===== src/rtl/uart_rx_if.sv =====
// rtl/uart_rx_if.sv - received-byte output bundle of the UART receiver
interface uart_rx_if;
   logic [7:0] rx_data;
   logic       rx_valid;
   logic       rx_frame_err;
   logic       rx_busy;

   modport master (output rx_data, rx_valid, rx_frame_err, rx_busy);
   modport slave  (input  rx_data, rx_valid, rx_frame_err, rx_busy);
endinterface


===== src/rtl/uart_rx.sv =====
// rtl/uart_rx.sv - 8N1 UART receiver with mid-bit sampling and one-cycle result strobes
module uart_rx #(
   parameter int CLK_FREQ = 50000000,
   parameter int UART_BPS = 115200
) (
   input  logic      clk,
   input  logic      rst,
   input  logic      RX,
   uart_rx_if.master rx
);
   localparam int          BPS_CNT   = CLK_FREQ / UART_BPS;
   localparam int          HALF_CNT  = BPS_CNT / 2;
   localparam logic [15:0] BPS_LAST  = 16'(BPS_CNT - 1);
   localparam logic [15:0] HALF_LAST = 16'(HALF_CNT - 1);

   typedef enum logic [1:0] {IDLE, START, DATA, STOP} state_t;

   state_t      state, state_nxt;
   logic        rx_s1, rx_s2, rx_s3;
   logic        fall;
   logic [15:0] clk_cnt, clk_cnt_nxt;
   logic [3:0]  bit_cnt, bit_cnt_nxt;
   logic [7:0]  shift, shift_nxt;
   logic [7:0]  data_q, data_nxt;
   logic        valid_q, valid_nxt;
   logic        err_q, err_nxt;

   // rx_s3 tracks rx_s2 in every state, so a line held low never re-triggers
   assign fall = rx_s3 & ~rx_s2;

   always_ff @(posedge clk) begin
      if (rst) begin
         rx_s1   <= 1'b1;
         rx_s2   <= 1'b1;
         rx_s3   <= 1'b1;
         state   <= IDLE;
         clk_cnt <= '0;
         bit_cnt <= '0;
         shift   <= '0;
         data_q  <= '0;
         valid_q <= 1'b0;
         err_q   <= 1'b0;
      end else begin
         rx_s1   <= RX;
         rx_s2   <= rx_s1;
         rx_s3   <= rx_s2;
         state   <= state_nxt;
         clk_cnt <= clk_cnt_nxt;
         bit_cnt <= bit_cnt_nxt;
         shift   <= shift_nxt;
         data_q  <= data_nxt;
         valid_q <= valid_nxt;
         err_q   <= err_nxt;
      end
   end

   always_comb begin
      state_nxt   = state;
      clk_cnt_nxt = clk_cnt;
      bit_cnt_nxt = bit_cnt;
      shift_nxt   = shift;
      data_nxt    = data_q;
      valid_nxt   = 1'b0;
      err_nxt     = 1'b0;
      case (state)
         IDLE: begin
            if (fall) begin
               state_nxt   = START;
               clk_cnt_nxt = '0;
            end
         end
         START: begin
            if (clk_cnt == HALF_LAST) begin
               clk_cnt_nxt = '0;
               bit_cnt_nxt = '0;
               state_nxt   = rx_s2 ? IDLE : DATA;
            end else begin
               clk_cnt_nxt = clk_cnt + 16'd1;
            end
         end
         DATA: begin
            if (clk_cnt == BPS_LAST) begin
               shift_nxt[bit_cnt[2:0]] = rx_s2;
               clk_cnt_nxt = '0;
               bit_cnt_nxt = bit_cnt + 4'd1;
               if (bit_cnt == 4'd7) state_nxt = STOP;
            end else begin
               clk_cnt_nxt = clk_cnt + 16'd1;
            end
         end
         STOP: begin
            // leaving at mid-stop-bit leaves half a bit to catch a back-to-back start edge
            if (clk_cnt == BPS_LAST) begin
               clk_cnt_nxt = '0;
               state_nxt   = IDLE;
               if (rx_s2) begin
                  data_nxt  = shift;
                  valid_nxt = 1'b1;
               end else begin
                  err_nxt = 1'b1;
               end
            end else begin
               clk_cnt_nxt = clk_cnt + 16'd1;
            end
         end
         default: state_nxt = IDLE;
      endcase
   end

   assign rx.rx_data      = data_q;
   assign rx.rx_valid     = valid_q;
   assign rx.rx_frame_err = err_q;
   assign rx.rx_busy      = (state != IDLE);
endmodule


===== src/flat_wrapper.sv =====
// flat-port wrapper written by rule: the top's interface ports become plain ports
module uart_rx_flat 
#(
   parameter int CLK_FREQ = 50000000,
   parameter int UART_BPS = 115200
)
  (clk, rst, RX, rx_rx_data, rx_rx_valid, rx_rx_frame_err, rx_rx_busy);
  uart_rx_if rx_i ();
  input  logic clk;
  input  logic rst;
  input  logic RX;
  output wire logic [$bits(rx_i.rx_data)-1:0] rx_rx_data;
  output wire logic [$bits(rx_i.rx_valid)-1:0] rx_rx_valid;
  output wire logic [$bits(rx_i.rx_frame_err)-1:0] rx_rx_frame_err;
  output wire logic [$bits(rx_i.rx_busy)-1:0] rx_rx_busy;
  assign rx_rx_data = rx_i.rx_data;
  assign rx_rx_valid = rx_i.rx_valid;
  assign rx_rx_frame_err = rx_i.rx_frame_err;
  assign rx_rx_busy = rx_i.rx_busy;
  uart_rx #(.CLK_FREQ(CLK_FREQ), .UART_BPS(UART_BPS)) u_core (.clk(clk), .rst(rst), .RX(RX), .rx(rx_i));
endmodule

===== config.mk =====
export PLATFORM = sky130hd
export DESIGN_NAME = uart_rx_flat
export DESIGN_NICKNAME = d
export VERILOG_FILES = /design/src/rtl/uart_rx_if.sv /design/src/rtl/uart_rx.sv /design/src/flat_wrapper.sv
export SDC_FILE = /design/constraint.sdc
export NUM_CORES = 1
export LEC_CHECK = 0
export CORE_MARGIN = 5
export CORE_UTILIZATION = 55
export DETAILED_ROUTE_END_ITERATION = 8
export GPL_TIMING_DRIVEN = 0
export HOLD_SLACK_MARGIN = 0.15
export PLACE_DENSITY = 0.75
export SLEW_MARGIN = 20
export SYNTH_ARGS = -nofsm -noshare
export SYNTH_HDL_FRONTEND = slang
export SYNTH_SLANG_ARGS = --single-unit

===== constraint.sdc =====
create_clock -name clk -period 1.95 [get_ports clk]
set_input_delay 0.39 -clock clk [delete_from_list [all_inputs] [get_ports clk]]
set_output_delay 0.39 -clock clk [all_outputs]
set_load 0.01 [all_outputs]

==> impl_summary.md <==
Global routing
For this run, global-route usage on met1 was measured as 0.252. The wire length of the first global-routing pass is slightly above 7 mm. The met3 usage in global routing is 0.0477. The aggregate global-route resource usage is 0.175. The global routing stage identified its most utilized layer as met1. The total grt overflow is 0.

The number of global-route vias before repair is 1551. The maximum number of pins on one net before global-route repair is 13. The number of antenna violations at the first check in global routing came to 0.

The global routing usage on met2 is 0.249.

Finish
Once layout is complete, the cells apart from fillers number just over 300. Registers take ~860 um^2. The footprint of the multi-input gates is about 1100 um^2. Summing all non-filler instances in the final layout gives an area of 2400 um^2. At the end of the flow, the number of nets in the layout was 260. Compared with the post-synthesis result, the final layout area differs by 14.7%.

The fraction of final layout cells with drive strength greater than 1 is 0.138. 0 antenna diodes ended up in the layout. Fill cells in the final layout number ~310.

Hold path
The worst hold path begins at u_core.rx_s1. The worst hold path endpoint is u_core.rx_s2. The min-delay analysis places its worst path in the category reg -> reg. Along the worst hold path, the cell count comes to 1.

Placement
The number of placed cells counting well taps is between 200 and 300. Routability-driven placement finished with a final weighted congestion of between 0.8 and 0.9. The half-perimeter wire length of the detailed placement result is approximately 3.2 mm. In this run the cell area measured after placement is ~2300 um^2.

In this run the tool buffered the top-level ports with 13 buffer cells. OpenSTA, run right after detailed placement, puts the worst setup slack at 3.41 ps.

Detailed routing
The post-route antenna net violation count is 0. Detailed routing inserted a total of between 1500 and 2000 vias. The average vias per placed instance is 5.86. Before antenna repair, the detailed router went through 5 iterations. The routed design has 4.33 mm of wire. The first routing iteration left around 140 violations. In the final routed layout, each cell accounts on average for between 10 and 15 um. For this run, design rule violations remaining after detail routing come to 0.

Yosys
The largest family of logic cells by synthesized area is simple AND/OR/NAND/NOR gates. The post-synthesis share of cell area spent on and, or, nand and nor gates is 0.280. For this run, the register share of the synthesized area comes to 0.411. The synthesized netlist occupies a cell area of ~2100 um^2.

Counting flops with an async set or reset pin after synthesis yields a share of 0. The number of different library cells in the post-synthesis netlist is 50. Of the total synthesized cell area, the portion taken by XOR and XNOR cells is 0.00835. For this run, the leading register cell type out of synthesis is sky130_fd_sc_hd__dfxtp_1.

Of the total synthesized cell area, the portion taken by full adders, half adders and majority gates is 0.0239. The Yosys step of the flow raised 0 warnings. The number of enable flip-flop cells after synthesis is 0. The average footprint of a synthesized cell is around 9.0 um^2.

The compound-gate portion of the synthesized area came to 0.141. The flip-flop and latch count after synthesis is 43. The number of cells produced by synthesis is 232. After synthesis, the share of cell area in mux cells is 0.0764.

The number of nets in the synthesized netlist is between 200 and 250.

Timing
For the pin with the worst max-slew slack, the measured transition is between 500 and 600 ps. The count of final setup violators is 0. The worst-case setup margin in the final layout is just over 60 ps. The worst path in the final design needs a cycle of around 1900 ps, including I/O delays and setup. Of the available clock period, the critical path in the final layout requires 0.968. The number of failing hold endpoints at the final stage is 0. The number of pins with negative max-slew slack in the final report is 0. The clock arrives with ~5.9 ps of skew. The total negative setup slack is 0 ps. The fmax is approximately 0.53 GHz.

Measured against its own limit, the worst slew margin works out to 0.630.

Outcome
The flow ran to the end, and the final reports show no timing, DRC or antenna violations.

Worst setup path
At the worst endpoint, the arrival time is between 2000 and 2500 ps. The critical path's largest stage delay is 350 ps. The worst-case register-to-register setup slack is about 62 ps. The worst flop-to-flop path startpoint is u_core.clk_cnt[1]. Traced cell by cell, the critical path runs through inv_2 -> ha_1 -> and4bb_2 -> nand4_1 -> buf_4 -> a32o_2 -> buf_6 -> a21oi_1 -> o2bb2ai_1.

The worst setup path is captured at a register. STA classifies the critical path startpoint as a register. On the critical path, the stage with the largest delay is an instance of sky130_fd_sc_hd__dfxtp_1. The destination of the worst register-to-register timing path is u_core.clk_cnt[13]. The worst setup path is of the reg -> reg kind. The path depth of the worst reg2reg path is 9. The required arrival time at the worst endpoint is around 2100 ps.

Of all nets on the critical path, the largest fanout is 10.

Floorplanning
For this configuration, the core starts out at a cell density of 0.569. The area of the core is 3690 um^2. The number of cell rows is 22.

In this run the count of I/O pins placed on the die edge is 14. The chip height is between 70 and 80 um. In this run the horizontal extent of the chip is 71.7 um. The area enclosed by the die boundary is 5150 um^2.

Power and ir drop
The maximum VDD drop is 0.352 mV. For this design the static power due to leakage is slightly below 1 nW. The sum of internal, switching and leakage power is between 0.0015 and 0.002 W. Dividing total power by cell area gives a power density of 627 nW/um^2.

Clock tree
After clock tree synthesis, the clock-pin slew on the worst setup and hold paths is approximately 80 ps. The number of buffers added by the clock tree synthesis step is 5. Counting along the longest clock path gives a buffer depth of 2. The clock drives 43 sinks. The clock tree synthesis step divided the H-tree into 2 levels.

The hold-fix buffer count after cts is 0. The clock insertion delay at the later pin of the skew report is about 290 ps. The tree is rooted in a sky130_fd_sc_hd__clkbuf_8.

The CTS tree is built.

Run
Across the run, the number of max-cap violations was 0.
-- timing repair --
action,4_1_cts,5_1_grt
setup buffers,0,1
endpoints found under the setup margin,1,25
resized for setup,1,8
pin swaps,0,3
-- worst max-delay path: cells and delay by family (launching register included) --
family / cells / cell delay (ps)
flops: 1 / 350
compound gates: 3 / 510
simple gates: 2 / 330
buf+inv: 3 / 420
fa+ha+maj: 1 / 150
-- cell usage after synthesis (2+ instances only) --
cell | count | area share
sky130_fd_sc_hd__a22o_1 | 2 | 0.0084
sky130_fd_sc_hd__dfxtp_1 | 43 | 0.41
sky130_fd_sc_hd__nor2b_1 | 4 | 0.012
sky130_fd_sc_hd__nand3b_1 | 2 | 0.0072
sky130_fd_sc_hd__nor3_1 | 2 | 0.0048
sky130_fd_sc_hd__a21o_1 | 2 | 0.0072
sky130_fd_sc_hd__buf_6 | 5 | 0.027
sky130_fd_sc_hd__nand2_1 | 26 | 0.047
sky130_fd_sc_hd__inv_1 | 9 | 0.016
sky130_fd_sc_hd__nor4_1 | 4 | 0.012
sky130_fd_sc_hd__nand4_1 | 11 | 0.033
sky130_fd_sc_hd__o2111ai_1 | 2 | 0.0084
sky130_fd_sc_hd__a31oi_1 | 10 | 0.030
sky130_fd_sc_hd__a2111o_1 | 2 | 0.011
sky130_fd_sc_hd__o21ai_0 | 4 | 0.0095
sky130_fd_sc_hd__a21oi_1 | 11 | 0.026
sky130_fd_sc_hd__mux2i_1 | 16 | 0.076
sky130_fd_sc_hd__and4bb_2 | 2 | 0.012
sky130_fd_sc_hd__nor2_1 | 25 | 0.045
sky130_fd_sc_hd__and4_1 | 2 | 0.0084
sky130_fd_sc_hd__nand3_1 | 10 | 0.024
sky130_fd_sc_hd__or2_2 | 3 | 0.0090
sky130_fd_sc_hd__ha_1 | 4 | 0.024
sky130_fd_sc_hd__and3_2 | 3 | 0.011
sky130_fd_sc_hd__o2bb2ai_1 | 2 | 0.0084
sky130_fd_sc_hd__clkbuf_1 | 2 | 0.0036
-- cells in the final DEF (no fill, tap or decap), types with 2 or more instances in the layout --
cell                              synthesis  layout
sky130_fd_sc_hd__a2111o_1                 2       2
sky130_fd_sc_hd__a21o_1                   2       2
sky130_fd_sc_hd__a21oi_1                 11      11
sky130_fd_sc_hd__a22o_1                   2       2
sky130_fd_sc_hd__a31oi_1                 10      10
sky130_fd_sc_hd__and3_2                   3       3
sky130_fd_sc_hd__and4_1                   2       2
sky130_fd_sc_hd__and4bb_2                 2       2
sky130_fd_sc_hd__buf_6                    5       5
sky130_fd_sc_hd__clkbuf_1                 2       4
sky130_fd_sc_hd__clkbuf_8                 1       6
sky130_fd_sc_hd__clkdlybuf4s50_1          0      12
sky130_fd_sc_hd__dfxtp_1                 43      42
sky130_fd_sc_hd__ha_1                     4       4
sky130_fd_sc_hd__inv_1                    9       7
sky130_fd_sc_hd__inv_2                    0       2
sky130_fd_sc_hd__mux2i_1                 16      16
sky130_fd_sc_hd__nand2_1                 26      26
sky130_fd_sc_hd__nand3_1                 10      10
sky130_fd_sc_hd__nand3b_1                 2       2
sky130_fd_sc_hd__nand4_1                 11      11
sky130_fd_sc_hd__nor2_1                  25      25
sky130_fd_sc_hd__nor2b_1                  4       4
sky130_fd_sc_hd__nor3_1                   2       2
sky130_fd_sc_hd__nor4_2                   1       3
sky130_fd_sc_hd__nor4_4                   1       2
sky130_fd_sc_hd__o2111ai_1                2       2
sky130_fd_sc_hd__o21ai_0                  4       4
sky130_fd_sc_hd__o2bb2ai_1                2       2
sky130_fd_sc_hd__or2_2                    3       3
-- metrics by stage --
step                       util  hold WS (ps)
final                     0.652           415
after global routing      0.652           450
after CTS                 0.642           417
after detailed placement  0.620           397
after global placement    0.620           392
after floorplan               -           389
-- cell families after synthesis --
group / Yosys count
DFF: 43
AOI/OAI and AO/OA: 43
buffers and inverters: 19
and+or+nand+nor: 105
muxes: 16
adders and majority gates: 4
xor gates and xnor gates: 2
-- flip-flops by register name, indices dropped and copies added, names as in the netlist, named ones only --
register                count
u_core.state                1
u_core.rx.rx_frame_err      1
u_core.shift                8
u_core.clk_cnt             16
u_core.rx_s1                1
u_core.bit_cnt              4
u_core.rx_s3                1
u_core.rx_s2                1
u_core.rx.rx_valid          1
u_core.rx.rx_data           8
-- power by group --
group	switching [W]	internal (W)	leakage, nW	total (W)
Sequential	0.00000558	0.000883	0.347	0.000889
Combinational	0.0000528	0.0000272	0.577	0.0000800
Clock	0.000289	0.000251	0.0422	0.000540
-- worst max path at each step --
stage | start | to | cells after the start
6_report | u_core.clk_cnt[1] | u_core.clk_cnt[13] | 9
5_1_grt | u_core.clk_cnt[1] | u_core.clk_cnt[8] | 9
3_5_place_dp | rst | u_core.clk_cnt[13] | 6
3_3_place_gp | u_core.clk_cnt[0] | u_core.clk_cnt[12] | 6
4_1_cts | u_core.clk_cnt[0] | u_core.clk_cnt[13] | 7
2_1_floorplan | u_core.clk_cnt[0] | u_core.bit_cnt[2] | 7
-- cell type report --
class                           count  share of cell area
Sequential cell                    43               0.358
Clock inverter                      1             0.00208
Timing Repair Buffer               14              0.0567
Buffer                             10              0.0380
Tap cell                           48              0.0250
Inverter                            9              0.0140
Clock buffer                        7              0.0317
Multi-Input combinational cell    170               0.474
-- layer usage --
| metal | part of all wire | vias up |
|---|---|---|
| met5 | 0 | - |
| met3 | 0.062 | 6 |
| met4 | 0.012 | 0 |
| li1 | - | 901 |
| met2 | 0.43 | 55 |
| met1 | 0.50 | 807 |
Power figures use the tool's default switching activity.
